$ cat config.mk
export PLATFORM = sky130hd
export DESIGN_NAME = golden_pattern_gen
export DESIGN_NICKNAME = d
export VERILOG_FILES = /design/src/rtl/golden_pkg.sv /design/src/rtl/golden_hold_timer.sv /design/src/rtl/golden_pattern_gen.sv
export SDC_FILE = /design/constraint.sdc
export NUM_CORES = 1
export LEC_CHECK = 0
export ABC_AREA = 0
export BUFFER_PORTS_ARGS = -buffer_cell sky130_fd_sc_hd__buf_2
export CORE_ASPECT_RATIO = 1.75
export CORE_MARGIN = 4
export CORE_UTILIZATION = 48
export CTS_CLUSTER_DIAMETER = 80
export DETAILED_ROUTE_END_ITERATION = 6
export PLACE_DENSITY = 0.69
export SETUP_SLACK_MARGIN = 0.2
export SKIP_LAST_GASP = 1
export SLEW_MARGIN = 10
export SYNTH_ARGS = -nofsm -noshare
export SYNTH_HDL_FRONTEND = slang
export SYNTH_HIERARCHICAL = 1
export SYNTH_SLANG_ARGS = --single-unit
$ cat constraint.sdc
create_clock -name clk -period 6.42 [get_ports clk]
set_input_delay 0.642 -clock clk [delete_from_list [all_inputs] [get_ports clk]]
set_output_delay 0.642 -clock clk [all_outputs]
set_load 0.01 [all_outputs]
$ cat src/rtl/golden_pkg.sv
// golden_pkg: shared mode encoding and checker counter width for the golden pattern source.
package golden_pkg;
  typedef enum logic [1:0] {MODE_UP, MODE_DOWN, MODE_TRI, MODE_HOLD} mode_e;
  localparam int ERR_CNT_W = 16;
endpackage

$ cat src/rtl/golden_hold_timer.sv
// golden_hold_timer: counts enabled cycles and fires a step once the count reaches hold_count.
module golden_hold_timer #(
  parameter int HOLD_WIDTH = 4
) (
  input  logic                  clk,
  input  logic                  rst,
  input  logic                  enable,
  input  logic                  clear,
  input  logic [HOLD_WIDTH-1:0] hold_count,
  output logic                  step
);
  logic [HOLD_WIDTH-1:0] cnt_q, cnt_d;
  // >= rather than == so that lowering hold_count below the count steps immediately
  always_comb begin
    step  = enable && !clear && (cnt_q >= hold_count);
    cnt_d = clear ? '0 : !enable ? cnt_q : step ? '0 : cnt_q + 1'b1;
  end
  always_ff @(posedge clk or posedge rst)
    if (rst) cnt_q <= '0;
    else     cnt_q <= cnt_d;
endmodule

$ cat src/rtl/golden_pattern_gen.sv
// golden_pattern_gen: multi-channel stepped up/down/triangle pattern source with phase-delayed copies.
// Define GOLDEN_CHECK_EN to add the channel-0 comparison checker with a saturating error counter.
module golden_pattern_gen
  import golden_pkg::*;
#(
  parameter int DATA_WIDTH = 8,
  parameter int HOLD_WIDTH = 4,
  parameter int NUM_CH     = 2
) (
  input  logic                         clk,
  input  logic                         rst,
  input  logic                         i_Enable,
  input  logic                         i_Restart,
  input  logic [1:0]                   i_Mode,
  input  logic [HOLD_WIDTH-1:0]        i_Hold_Count,
  input  logic [DATA_WIDTH-1:0]        i_Wrap_Value,
  output logic [NUM_CH*DATA_WIDTH-1:0] o_Output_Data,
  output logic                         o_Step,
  output logic                         o_Wrap
`ifdef GOLDEN_CHECK_EN
  ,
  input  logic                         i_Check_Valid,
  input  logic [DATA_WIDTH-1:0]        i_Check_Data,
  output logic                         o_Mismatch,
  output logic [ERR_CNT_W-1:0]         o_Error_Count
`endif
);
  mode_e mode;
  logic [NUM_CH-1:0][DATA_WIDTH-1:0] ch_q, ch_d;
  logic [DATA_WIDTH-1:0] v, w;
  logic dir_q, dir_d, step_q, step_d, wrap_q, wrap_d, fire;
  assign mode = mode_e'(i_Mode);
  assign v    = ch_q[0];
  assign w    = i_Wrap_Value;
  golden_hold_timer #(.HOLD_WIDTH(HOLD_WIDTH)) u_timer (
    .clk(clk), .rst(rst), .enable(i_Enable), .clear(i_Restart),
    .hold_count(i_Hold_Count), .step(fire)
  );
  // dir_q: 0 = ascending, 1 = descending (only meaningful in triangle mode)
  always_comb begin
    ch_d   = ch_q;
    dir_d  = dir_q;
    step_d = 1'b0;
    wrap_d = 1'b0;
    if (i_Restart) begin
      ch_d    = '0;
      ch_d[0] = (mode == MODE_DOWN) ? w : '0;
      dir_d   = 1'b0;
    end else if (i_Enable) begin
      if (fire) begin
        step_d = 1'b1;
        for (int k = 1; k < NUM_CH; k++) ch_d[k] = ch_q[k-1];
        if (mode == MODE_HOLD) ch_d[0] = v;
        else if (v > w) begin
          ch_d[0] = (mode == MODE_DOWN) ? w : '0;
          dir_d   = 1'b0;
          wrap_d  = 1'b1;
        end else if (mode == MODE_UP) begin
          ch_d[0] = (v == w) ? '0 : v + 1'b1;
          wrap_d  = (v == w);
        end else if (mode == MODE_DOWN) begin
          ch_d[0] = (v == '0) ? w : v - 1'b1;
          wrap_d  = (v == '0);
        end else if (!dir_q) begin
          ch_d[0] = (v == w) ? ((w == '0) ? '0 : w - 1'b1) : v + 1'b1;
          dir_d   = (v == w) && (w != '0);
          wrap_d  = (v == w) && (w == '0);
        end else begin
          ch_d[0] = (v == '0) ? ((w == '0) ? '0 : DATA_WIDTH'(1)) : v - 1'b1;
          dir_d   = (v != '0);
          wrap_d  = (v == '0);
        end
      end
      if (mode != MODE_TRI) dir_d = 1'b0;
    end
  end
  always_ff @(posedge clk or posedge rst)
    if (rst) begin
      ch_q   <= '0;
      dir_q  <= 1'b0;
      step_q <= 1'b0;
      wrap_q <= 1'b0;
    end else begin
      ch_q   <= ch_d;
      dir_q  <= dir_d;
      step_q <= step_d;
      wrap_q <= wrap_d;
    end
  assign o_Output_Data = ch_q;
  assign o_Step        = step_q;
  assign o_Wrap        = wrap_q;
`ifdef GOLDEN_CHECK_EN
  logic [ERR_CNT_W-1:0] err_q, err_d;
  logic mis_q, mis_d;
  always_comb begin
    mis_d = !i_Restart && i_Check_Valid && (i_Check_Data != v);
    err_d = i_Restart ? '0 : (mis_d && err_q != '1) ? err_q + 1'b1 : err_q;
  end
  always_ff @(posedge clk or posedge rst)
    if (rst) begin
      err_q <= '0;
      mis_q <= 1'b0;
    end else begin
      err_q <= err_d;
      mis_q <= mis_d;
    end
  assign o_Mismatch    = mis_q;
  assign o_Error_Count = err_q;
`endif
endmodule

## Word level (Yosys, flattened, before mapping)

Cells that the tools add are included.

- Reduce and logical (&&, ||, !) cells: 16
- Magnitude comparators: 2
- Multiplexer cells: 38
- Eq/ne operators: 8
- Add/sub/neg operators: 4

Operator list:

| cell | count |
|---|---|
| two-way mux 8 bit | 11 |
| two-way mux 16 bit | 3 |
| two-way mux 1 bit | 21 |
| zero test 8 bit | 2 |
| nonzero test 8 bit | 2 |
| subtractor 8 x 1 -> 8 bit (second input constant) | 2 |
| two-way mux 4 bit | 3 |
| adder 8 x 1 -> 8 bit (second input constant) | 1 |
| == test 8 bit | 1 |
| greater-than comparator 8 bit | 1 |
| inequality test 4 x 3 -> 1 bit (second input constant) | 2 |
| AND reduction 5 bit | 1 |
| adder 4 x 1 -> 4 bit (second input constant) | 1 |
| greater-or-equal comparator 4 bit | 1 |
| logical AND 1 bit | 4 |
| inequality test 2 bit (second input constant) | 2 |
| nonzero test 2 bit | 2 |
| inequality test 3 x 2 -> 1 bit (second input constant) | 1 |
| AND reduction 3 bit | 1 |
| nonzero test 3 bit | 1 |
| == test 2 x 1 -> 1 bit (second input constant) | 1 |
| == test 2 bit (second input constant) | 1 |
| zero test 2 bit | 1 |
| AND reduction 2 bit | 1 |
| zero test 1 bit | 1 |

- Bits of input ports: 18
- Output and inout port bits: 18
- Register bits: 23

## Longest topological paths before layout

Gate-level depths: netlist of run 1.

- Depth in word-level cells: 11
- Gate-level depth with buffers: 12

## By module

The synthesis of run 1 kept the hierarchy.

Modules (own cells, without submodules):

| module | times used | area an instance (um^2) | cells each |
|---|---|---|---|
| golden_pattern_gen | 1 | 1945.6 | 263 |
| golden_hold_timer | 1 | 355.3 | 38 |

## Worst setup path after synthesis of run 1

No wires, ideal clock.

- Path kind: input-to-reg
- Start point: input i_Hold_Count[0]
- End point: register ch_q, in the netlist v[0]
- Arrival: 2518 ps
- Path slack: 3752 ps
- Stages on the path: 10
- Buffers on the path: 0
- Path through: ha_1 nand2b_4 a211oi_4 o21ai_1 and3b_1 and2_1 a21oi_1 nor3_1 o41ai_1 o221ai_1

- Cells in the longest elaborated chain, start to end: 4

RTL lines:

| item | RTL line | text |
|---|---|---|
| from (decl) | golden_pattern_gen.sv:15 | `input logic [HOLD_WIDTH-1:0] i_Hold_Count,` |
| greater-or-equal comparator 4 bit | golden_hold_timer.sv:15 | `step = enable && !clear && (cnt_q >= hold_count);` |
| logical AND 1 bit | golden_hold_timer.sv:15 |  |
| net fire | golden_pattern_gen.sv:31 | `logic dir_q, dir_d, step_q, step_d, wrap_q, wrap_d, fire;` |
| nonzero test 2 bit (no line) | n/a |  |
| AND reduction 3 bit (no line) | n/a |  |
| to (signal assigned) | golden_pattern_gen.sv:84 | `ch_q <= ch_d;` |
| to (decl) | golden_pattern_gen.sv:29 | `logic [NUM_CH-1:0][DATA_WIDTH-1:0] ch_q, ch_d;` |

The timed path passes the listed nets, and every way through them passes these cells.
A chain may end at the register's enable or synchronous reset.

## Final worst setup path of run 1

Ends and elaborated chain as after synthesis.

==> flow_metrics.env, run 1 <==
export IMPL_synth_top_family_by_area="simple AND/OR/NAND/NOR gates"
export IMPL_final_layout_size_suffix_gt1_share_pct=15.3
export IMPL_rr_startpoint="u_timer/cnt_q[0]"
export IMPL_hold_viol_final=0
export IMPL_tns_ps=0
export IMPL_nets=356
export IMPL_synthAdderAreaFrac_pct=8.70
export IMPL_worstPathMaxFanout=13
export IMPL_num_rows=33
export IMPL_async_reset_ff_share_pct=100
export IMPL_critical_path_class="input port to flop"
export IMPL_reg2reg_to="v[0]"
export IMPL_cts_max_level=1
export IMPL_grt_max_degree=20
export IMPL_crit_path_end_kind="flop"
export IMPL_most_common_layout_cells="buf_2, nand2_1, a21oi_1, dfrtp_1, nor2_1"
export IMPL_clockPowerShare_pct=16.8
export IMPL_synth_xor_area_share_pct=3.81
export IMPL_ff2ff_path_depth=11
export IMPL_clockRootBuffer="clkbuf_8"
export IMPL_status="complete, no violations"
export IMPL_whs_ps=269
export IMPL_rsz0062_at_grt="false"
export IMPL_start_kind="input port"
export IMPL_antenna_left=0
export IMPL_io_pin_count=36
export IMPL_synth_area_mux_share_pct=1.79
export IMPL_synth_simple_area_share_pct=27.6
export IMPL_power_density_nw_per_um2=213
export IMPL_maxCapViolations=0
export IMPL_avgSynthCellArea_um2=7.64
export IMPL_grt_remaining_overflow=0
export IMPL_ir_drop_mv=0.159
export IMPL_ys_flop_type="dfrtp_1"
export IMPL_path_clk_slew_ps=80
export IMPL_max_slew_worst_pin_slew_ps=744
export IMPL_fmax_mhz=329
export IMPL_die_w_um=60.3
export IMPL_final_common_cell="buf_2"
export IMPL_coreArea_um2=4670
export IMPL_numCtsBuffers=3
export IMPL_port_buffers=35
export IMPL_die_area_um2=6010
export IMPL_post_cts_setup_buffers=0
export IMPL_viasPerCell=6.54
export IMPL_grt_antenna_before_repair=0
export IMPL_swShare_pct=43.9
export IMPL_comb_power_share_pct=43.2
export IMPL_syn_cell_area_um2=2300
export IMPL_start_util_pct=49.3
export IMPL_ys_warn_count=6
export IMPL_r2r_slack_ps=3390
export IMPL_finalCritPeriodShare_pct=47.3
export IMPL_ys_seq_elements=23
export IMPL_dpl_hpwl_um=5620
export IMPL_seqPwrFrac_pct=40.0
export IMPL_drt_initial_drc_count=165
export IMPL_die_h_um=99.6
export IMPL_grt_pass1_vias=2335
export IMPL_arrival_ps=3150
export IMPL_fin_skew_ps=3.90
export IMPL_finalSetupViolCount=0
export IMPL_synth_compound_area_share_pct=26.4
export IMPL_maxSlewViolCount=0
export IMPL_cts_sinks=23
export IMPL_clockBufferDepth=2
export IMPL_synth_cell_type_count=60
export IMPL_cts_hold_buffers_added=0
export IMPL_firstDrtPassIters=4
export IMPL_slew_headroom_pct=50.3
export IMPL_routabilityCongestion=1.01
export IMPL_leakage_nw=1.11
export IMPL_synth_edf_count=0
export IMPL_post_route_drc_count=0
export IMPL_hp_class="input port to asynchronous set/reset pin"
export IMPL_dpl_instance_area_um2=2460
export IMPL_synth_seq_area_share_pct=25.0
export IMPL_cellInternalPower_mw=0.299
export IMPL_n_antenna_cell=0
export IMPL_cts_resized=0
export IMPL_period_minus_slack_ps=3040
export IMPL_synthCells=301
export IMPL_track_usage_pct=25.6
export IMPL_wl_um=7350
export IMPL_post_drt_wl_per_cell_um=19.7
export IMPL_cts_tree="yes"
export IMPL_vias=2438
export IMPL_final_area_um2=2510
export IMPL_grt_pass1_wl_um=11700
export IMPL_required_ps=6530
export IMPL_area_growth_syn_to_layout_pct=8.92
export IMPL_switching_power_mw=0.234
export IMPL_syn_nets=335
export IMPL_clock_latency_ps=260
[cells by family (layout without fill, tap and decap cells)]
| logic type | Yosys count | in the layout |
|---|---|---|
| buffers and inverters | 38 | 58 |
| muxes | 4 | 4 |
| and+or+nand+nor | 121 | 121 |
| xor gates and xnor gates | 10 | 10 |
| AOI/OAI and AO/OA | 89 | 89 |
| DFF | 23 | 23 |
| adders and majority gates | 16 | 16 |
[power by group through the flow]
stage	logic (mW)	clock network (mW)	registers, mW
after CTS	0.228	0.0906	0.212
after global placement	0.226	0	0.215
after floorplan	0.183	0	0.182
after detailed placement	0.226	0	0.215
after global routing	0.255	0.0977	0.217
final	0.230	0.0896	0.213
[synthesized netlist by cell type, drive strengths merged, types with 2 or more instances]
master,number,share of area (%)
a211oi,4,1.8
a21o,2,0.65
a21oi,23,5.0
a221oi,2,0.76
a2bb2oi,2,0.76
a31oi,5,1.4
and3,5,1.4
buf,6,1.4
clkbuf,13,2.2
dfrtp,23,25
ha,16,8.7
inv,19,3.1
mux2i,3,1.3
nand2,34,5.5
nand2b,8,2.5
nand3,12,2.6
nand4,4,1.1
nor2,22,3.8
nor2b,5,1.4
nor3,13,2.8
nor3b,2,0.65
nor4,2,0.54
o2111ai,5,1.9
o211ai,4,1.3
o21ai,17,3.7
o21bai,3,0.98
o221a,2,0.98
o221ai,2,0.76
o22ai,3,0.82
o311ai,2,0.76
o31ai,3,0.98
o41ai,4,1.5
or3,5,1.6
or4,2,0.98
xnor2,5,1.9
xor2,5,1.9
[area by class of cell]
| cell class | count | area, µm² |
|---|---|---|
| clock buffer | 3 | 41.3 |
| clock inverter | 1 | 5.00 |
| fill | 482 | 2160 |
| inverter | 19 | 71.3 |
| multi-input combinational | 240 | 1570 |
| sequential | 23 | 576 |
| tap | 52 | 65.1 |
| timing repair buffer | 35 | 175 |
[worst max-delay path: stages]
cell      delay [ps]
buf_2            100
ha_1             270
nand2b_4         140
a211oi_4         350
o21ai_1          120
and3b_1          200
and2_1           270
a21oi_1          510
nor3_1           240
o41ai_1          120
o221ai_1         180
[state kept, by name, indices dropped and copies added (netlist names)]
register       count
o_Wrap             1
u_timer/cnt_q      4
o_Output_Data      8
dir_q              1
o_Step             1
v                  8
[stage by stage]
| stage | setup slack, ps | total power, mW | instances | utilization (%) |
|---|---|---|---|---|
| 2_1_floorplan | 3750 | 0.365 | 301 | - |
| 3_3_place_gp | 3180 | 0.440 | 369 | 52.7 |
| 3_5_place_dp | 3110 | 0.441 | 369 | 52.7 |
| 4_1_cts | 3380 | 0.530 | 373 | 53.7 |
| 5_1_grt | 3240 | 0.569 | 373 | 53.7 |
| 6_report | 3380 | 0.533 | 373 | 53.7 |
[layer usage]
layer	share of wire, %	track usage (%)
met1	36	28.4
met5	0	0
met4	7.1	18.6
met3	5.2	2.08
met2	52	43.4
[worst max path at each step]
stage | startpoint | slack (ps) | end
2_1_floorplan | i_Hold_Count[0] | 3750 | v[0]
3_3_place_gp | i_Hold_Count[0] | 3180 | v[0]
3_5_place_dp | i_Hold_Count[0] | 3110 | v[0]
4_1_cts | i_Hold_Count[0] | 3380 | v[0]
5_1_grt | u_timer/cnt_q[0] | 3240 | v[0]
6_report | i_Hold_Count[0] | 3380 | v[0]
No activity file was read; power rests on OpenSTA's default activity.
==> inputs of run 2 (changes only) <==
ABC_AREA = 1   (was 0)
clock period = 2.9 ns   (was 6.42 ns; I/O delays follow)
==> flow_metrics.env, run 2 <==
export IMPL_critPathBufInv=2
export IMPL_wl_um=6650
export IMPL_routabilityCongestion=0.942
export IMPL_endpoint="v[6]"
export IMPL_coreArea_um2=4980
export IMPL_dpl_hpwl_um=5370
export IMPL_antenna_left=0
export IMPL_most_common_layout_cells="nand2_1, inv_1, nor2_1, buf_2, nand3_1"
export IMPL_clockPowerShare_pct=15.1
export IMPL_cp_startpoint="v[0]"
export IMPL_grt_antenna_before_repair=0
export IMPL_r2r_slack_ps=420
export IMPL_clockRootBuffer="clkbuf_8"
export IMPL_nets=466
export IMPL_final_common_cell="nand2_1"
export IMPL_cts_max_level=1
export IMPL_start_kind="flop"
export IMPL_critical_path_top_delay_family="simple AND/OR/NAND/NOR gates"
export IMPL_area_growth_syn_to_layout_pct=9.15
export IMPL_num_rows=34
export IMPL_ys_warn_count=6
export IMPL_worstPathMaxFanout=15
export IMPL_maxCapViolations=0
export IMPL_post_route_drc_count=0
export IMPL_syn_cell_area_um2=2460
export IMPL_port_buffers=35
export IMPL_leakage_nw=1.50
export IMPL_cp_depth=11
export IMPL_rr_startpoint="v[0]"
export IMPL_drt_initial_drc_count=128
export IMPL_synth_most_common_cell="nand2_1"
export IMPL_start_util_pct=49.5
export IMPL_die_w_um=62.1
export IMPL_grt_pass1_wl_um=11000
export IMPL_cp_slowest_cell="dfrtp_1"
export IMPL_critical_path_class="flop to flop"
export IMPL_clock_latency_ps=270
export IMPL_finalSetupViolCount=0
export IMPL_synthCells=397
export IMPL_n_antenna_cell=0
export IMPL_max_slew_worst_pin_slew_ps=785
export IMPL_synthTopCellsByArea="dfrtp_1, nand2_1, inv_1"
export IMPL_cellInternalPower_mw=0.713
export IMPL_reg2reg_to="v[6]"
export IMPL_clockBufferDepth=2
export IMPL_required_ps=3070
export IMPL_grt_max_degree=20
export IMPL_die_area_um2=6380
export IMPL_fin_skew_ps=3.11
export IMPL_synth_cell_type_count=31
export IMPL_avgSynthCellArea_um2=6.20
export IMPL_async_reset_ff_share_pct=100
export IMPL_synth_edf_count=0
export IMPL_seqPwrFrac_pct=31.4
export IMPL_grt_remaining_overflow=0
export IMPL_path_clk_slew_ps=90
export IMPL_worst_slack_ps=416
export IMPL_power_density_nw_per_um2=511
export IMPL_path_common_cell="nand2_1"
export IMPL_ff2ff_path_depth=11
export IMPL_arrival_ps=2650
export IMPL_firstDrtPassIters=5
export IMPL_vias=2523
export IMPL_fmax_mhz=403
export IMPL_post_drt_wl_per_cell_um=13.7
export IMPL_swShare_pct=48.0
export IMPL_ys_seq_elements=23
export IMPL_hp_class="input port to flop"
export IMPL_viasPerCell=5.20
export IMPL_io_pin_count=36
export IMPL_track_usage_pct=21.0
export IMPL_maxSlewViolCount=0
export IMPL_period_minus_slack_ps=2480
export IMPL_whs_ps=308
export IMPL_synth_top_cell_area_share_pct=23.4
export IMPL_rsz0062_at_grt="false"
export IMPL_ys_flop_type="dfrtp_1"
export IMPL_status="complete, no violations"
export IMPL_comb_power_share_pct=53.5
export IMPL_grt_pass1_vias=2374
export IMPL_yosys_area_top_type="dfrtp_1"
export IMPL_fin_util_pct=54.0
export IMPL_slew_headroom_pct=47.6
export IMPL_slowest_delay_ps=500
export IMPL_switching_power_mw=0.660
export IMPL_finalCritPeriodShare_pct=85.7
export IMPL_die_h_um=103
export IMPL_synth_seq_area_share_pct=23.4
export IMPL_cts_resized=0
export IMPL_crit_path_end_kind="flop"
export IMPL_syn_nets=431
export IMPL_pre_cts_ws_ps=455
export IMPL_final_layout_size_suffix_gt1_share_pct=15.8
export IMPL_hold_viol_final=0
export IMPL_synth_top_cells_by_count="nand2_1, inv_1, nor2_1"
export IMPL_path_cells="inv_1 -> ha_1 -> nand2_1 -> nor2_1 -> nand2_2 -> nand2_1 -> nand2_2 -> inv_1 -> nand3_1 -> nand2_1 -> nand2_1"
export IMPL_numCtsBuffers=3
export IMPL_tns_ps=0
export IMPL_cts_sinks=23
export IMPL_ir_drop_mv=0.286
export IMPL_cts_tree="yes"
==> run 2: kinds of logic (layout without fill, tap and decap cells) <==
family                   after synthesis  in the layout  synth area share [%]
AND/OR/NAND/NOR                      228            228                  41.0
buffers and inverters                 69            103                  13.1
AO/OA/AOI/OAI                         57             57                  13.0
flip-flops                            23             23                  23.4
adder cells (fa/ha/maj)               16             16                  8.13
XOR/XNOR                               4              4                  1.42
==> run 2: what timing repair did <==
action                     CTS  global route
hold buffers                 1             0
hold endpoints to repair     4             0
setup endpoints to repair    0             0
setup buffers                0             0
==> run 2: how the worst min path moves through the flow <==
| stage | from | to | cells past startpoint |
|---|---|---|---|
| 2_1_floorplan | rst | u_timer/cnt_q[0] | 1 |
| 5_1_grt | i_Restart | o_Step | 2 |
| 3_5_place_dp | rst | u_timer/cnt_q[2] | 2 |
| 3_3_place_gp | rst | u_timer/cnt_q[0] | 2 |
| 4_1_cts | i_Restart | o_Step | 2 |
| 6_report | i_Restart | o_Step | 2 |
==> run 2: power groups by stage <==
| stage | Clock, mW | Combinational, mW | Sequential [mW] |
|---|---|---|---|
| final | 0.207 | 0.735 | 0.431 |
| after global routing | 0.214 | 0.831 | 0.438 |
| after CTS | 0.207 | 0.736 | 0.430 |
| after floorplan | 0 | 0.568 | 0.425 |
| after global placement | 0 | 0.725 | 0.436 |
| after detailed placement | 0 | 0.732 | 0.436 |
==> run 2: routing by layer <==
| layer | track usage (%) | share of wire, % |
|---|---|---|
| met2 | 42.1 | 54 |
| met4 | 8.18 | 3.1 |
| met1 | 22.3 | 39 |
| met3 | 1.31 | 4.4 |
| met5 | 0 | 0 |
==> run 2: through the flow <==
step	instance area [µm²]	power, mW	cells
after detailed placement	2630	1.17	480
after CTS	2690	1.37	485
final	2690	1.37	485
after global routing	2690	1.48	485
after floorplan	2460	0.993	397
after global placement	2630	1.16	480
==> run 2: final cells by class <==
cell class | count | area, µm²
Tap cell | 54 | 67.6
Inverter | 61 | 235
Clock buffer | 4 | 45.0
Timing Repair Buffer | 38 | 200
Sequential cell | 23 | 576
Fill cell | 536 | 2290
Multi-Input combinational cell | 305 | 1560
==> inputs of run 3 (changes only) <==
CORE_UTILIZATION = 58   (was 48)
PLACE_DENSITY = 0.81   (was 0.69)
clock period = 2.54 ns   (was 2.9 ns; I/O delays follow)
==> flow_metrics.env, run 3 (synthesis results as in run 2) <==
export IMPL_status="complete, no violations"
export IMPL_clockBufferDepth=2
export IMPL_rsz0062_at_grt="false"
export IMPL_path_cells="inv_1 -> ha_1 -> nand2_1 -> nor2_1 -> nand2_4 -> nand2_1 -> nand2_2 -> inv_2 -> nand3_1 -> nand2_1 -> nand2_1"
export IMPL_area_growth_syn_to_layout_pct=10.4
export IMPL_r2r_slack_ps=400
export IMPL_tns_ps=0
export IMPL_grtUsageMet3_pct=3.85
export IMPL_io_pin_count=36
export IMPL_cts_sinks=23
export IMPL_grt_remaining_overflow=0
export IMPL_most_common_layout_cells="nand2_1, inv_1, nor2_1, buf_2, nand3_1"
export IMPL_num_rows=31
export IMPL_power_density_nw_per_um2=594
export IMPL_cp_slowest_cell="dfrtp_2"
export IMPL_finalSetupViolCount=0
export IMPL_grt_max_degree=20
export IMPL_hold_viol_final=0
export IMPL_final_area_um2=2720
export IMPL_path_clk_slew_ps=90
export IMPL_holdPathStages=2
export IMPL_crit_path_end_kind="flop"
export IMPL_required_ps=2710
export IMPL_max_slew_worst_pin_slew_ps=793
export IMPL_fmax_mhz=467
export IMPL_post_route_drc_count=0
export IMPL_clock_latency_ps=280
export IMPL_dpl_hpwl_um=5290
export IMPL_final_layout_size_suffix_gt1_share_pct=17.2
export IMPL_grt_antenna_before_repair=0
export IMPL_vias=2612
export IMPL_post_drt_wl_per_cell_um=13.5
export IMPL_ff2ff_path_depth=11
export IMPL_start_util_pct=59.9
export IMPL_worst_slack_ps=400
export IMPL_reg2reg_to="v[4]"
export IMPL_antenna_left=0
export IMPL_wl_um=6560
export IMPL_hp_start="i_Restart"
export IMPL_die_area_um2=5390
export IMPL_firstDrtPassIters=5
export IMPL_final_common_cell="nand2_1"
export IMPL_grt_most_used_layer="met2"
export IMPL_grt_pass1_vias=2550
export IMPL_hp_class="input port to flop"
export IMPL_die_w_um=57.3
export IMPL_critical_path_class="flop to flop"
export IMPL_maxCapViolations=0
export IMPL_dpl_instance_area_um2=2660
export IMPL_track_usage_pct=26.3
export IMPL_path_common_cell="nand2_1"
export IMPL_leakage_nw=1.53
export IMPL_min_to="o_Step"
export IMPL_clockRootBuffer="clkbuf_8"
export IMPL_slowest_delay_ps=430
export IMPL_finalCritPeriodShare_pct=84.2
export IMPL_cts_tree="yes"
export IMPL_rr_startpoint="v[0]"
export IMPL_fin_total_pwr_mw=1.61
export IMPL_routabilityCongestion=0.929
export IMPL_grt_pass1_wl_um=11200
export IMPL_start_kind="flop"
export IMPL_fin_skew_ps=8.17
export IMPL_use_met2_pct=49.7
export IMPL_worstPathMaxFanout=15
export IMPL_pre_cts_ws_ps=289
export IMPL_grtUsageMet1_pct=26.5
export IMPL_nets=470
export IMPL_ir_drop_mv=0.421
export IMPL_drt_initial_drc_count=97
export IMPL_slew_headroom_pct=47.1
export IMPL_die_h_um=94.2
export IMPL_cts_max_level=1
export IMPL_n_antenna_cell=0
export IMPL_arrival_ps=2310
export IMPL_coreArea_um2=4110
export IMPL_port_buffers=35
export IMPL_numCtsBuffers=3
export IMPL_period_minus_slack_ps=2140
export IMPL_viasPerCell=5.40
export IMPL_maxSlewViolCount=0
## run 3: changes by cell type in the layout (fill, tap and decap cells not counted), sizes merged
cell	before	now
clkinv	3	4
clkbuf	4	3
buf	37	41
## run 3: area by class of cell
class                           instances  area, µm²
Clock buffer                            3       41.3
Clock inverter                          1       5.00
Fill cell                             399       1390
Inverter                               61        235
Multi-Input combinational cell        305       1570
Sequential cell                        23        577
Tap cell                               49       61.3
Timing Repair Buffer                   42        230
## run 3: routing by layer
layer	vias to the layer above	share of wire [%]
met5	-	0
met4	0	4.1
met3	26	5.5
met2	105	53
met1	1160	37
li1	1321	-
## run 3: worst max-delay path by stage
| stage | slack [ps] | startpoint | endpoint | cells past startpoint |
|---|---|---|---|---|
| 3_3_place_gp | 380 | v[0] | v[2] | 11 |
| 6_report | 400 | v[0] | v[4] | 11 |
| 2_1_floorplan | 710 | u_timer/cnt_q[2] | dir_q | 13 |
| 3_5_place_dp | 290 | v[0] | v[2] | 11 |
| 4_1_cts | 260 | v[0] | dir_q | 10 |
| 5_1_grt | 240 | u_timer/cnt_q[1] | v[1] | 13 |
## run 3: what timing repair did
item / 4_1_cts / 5_1_grt
hold buffers: 1 / 0
endpoints found under the setup margin: 0 / 6
buffers inserted: 0 / 0
endpoints found under the hold margin: 4 / 0
resized for setup: 0 / 3
## run 3: per-stage QoR
step	util (%)	std cells	hold slack [ps]
floorplan	-	397	20.1
global placement	64.6	479	158
detailed placement	64.6	479	159
CTS	66.0	484	255
global route	66.1	484	271
finish	66.1	484	248
## run 3: critical path: cells and delay by family (launching register included)
kind,cells,cell delay [ps]
simple gates,8,940
flops,1,430
buf+inv,2,340
fa+ha+maj,1,310
## run 3: where the power goes
group          internal (mW)  switching (mW)  leakage [nW]
combinational          0.317           0.594          1.20
clock                  0.110           0.138        0.0255
sequential             0.406          0.0480         0.308
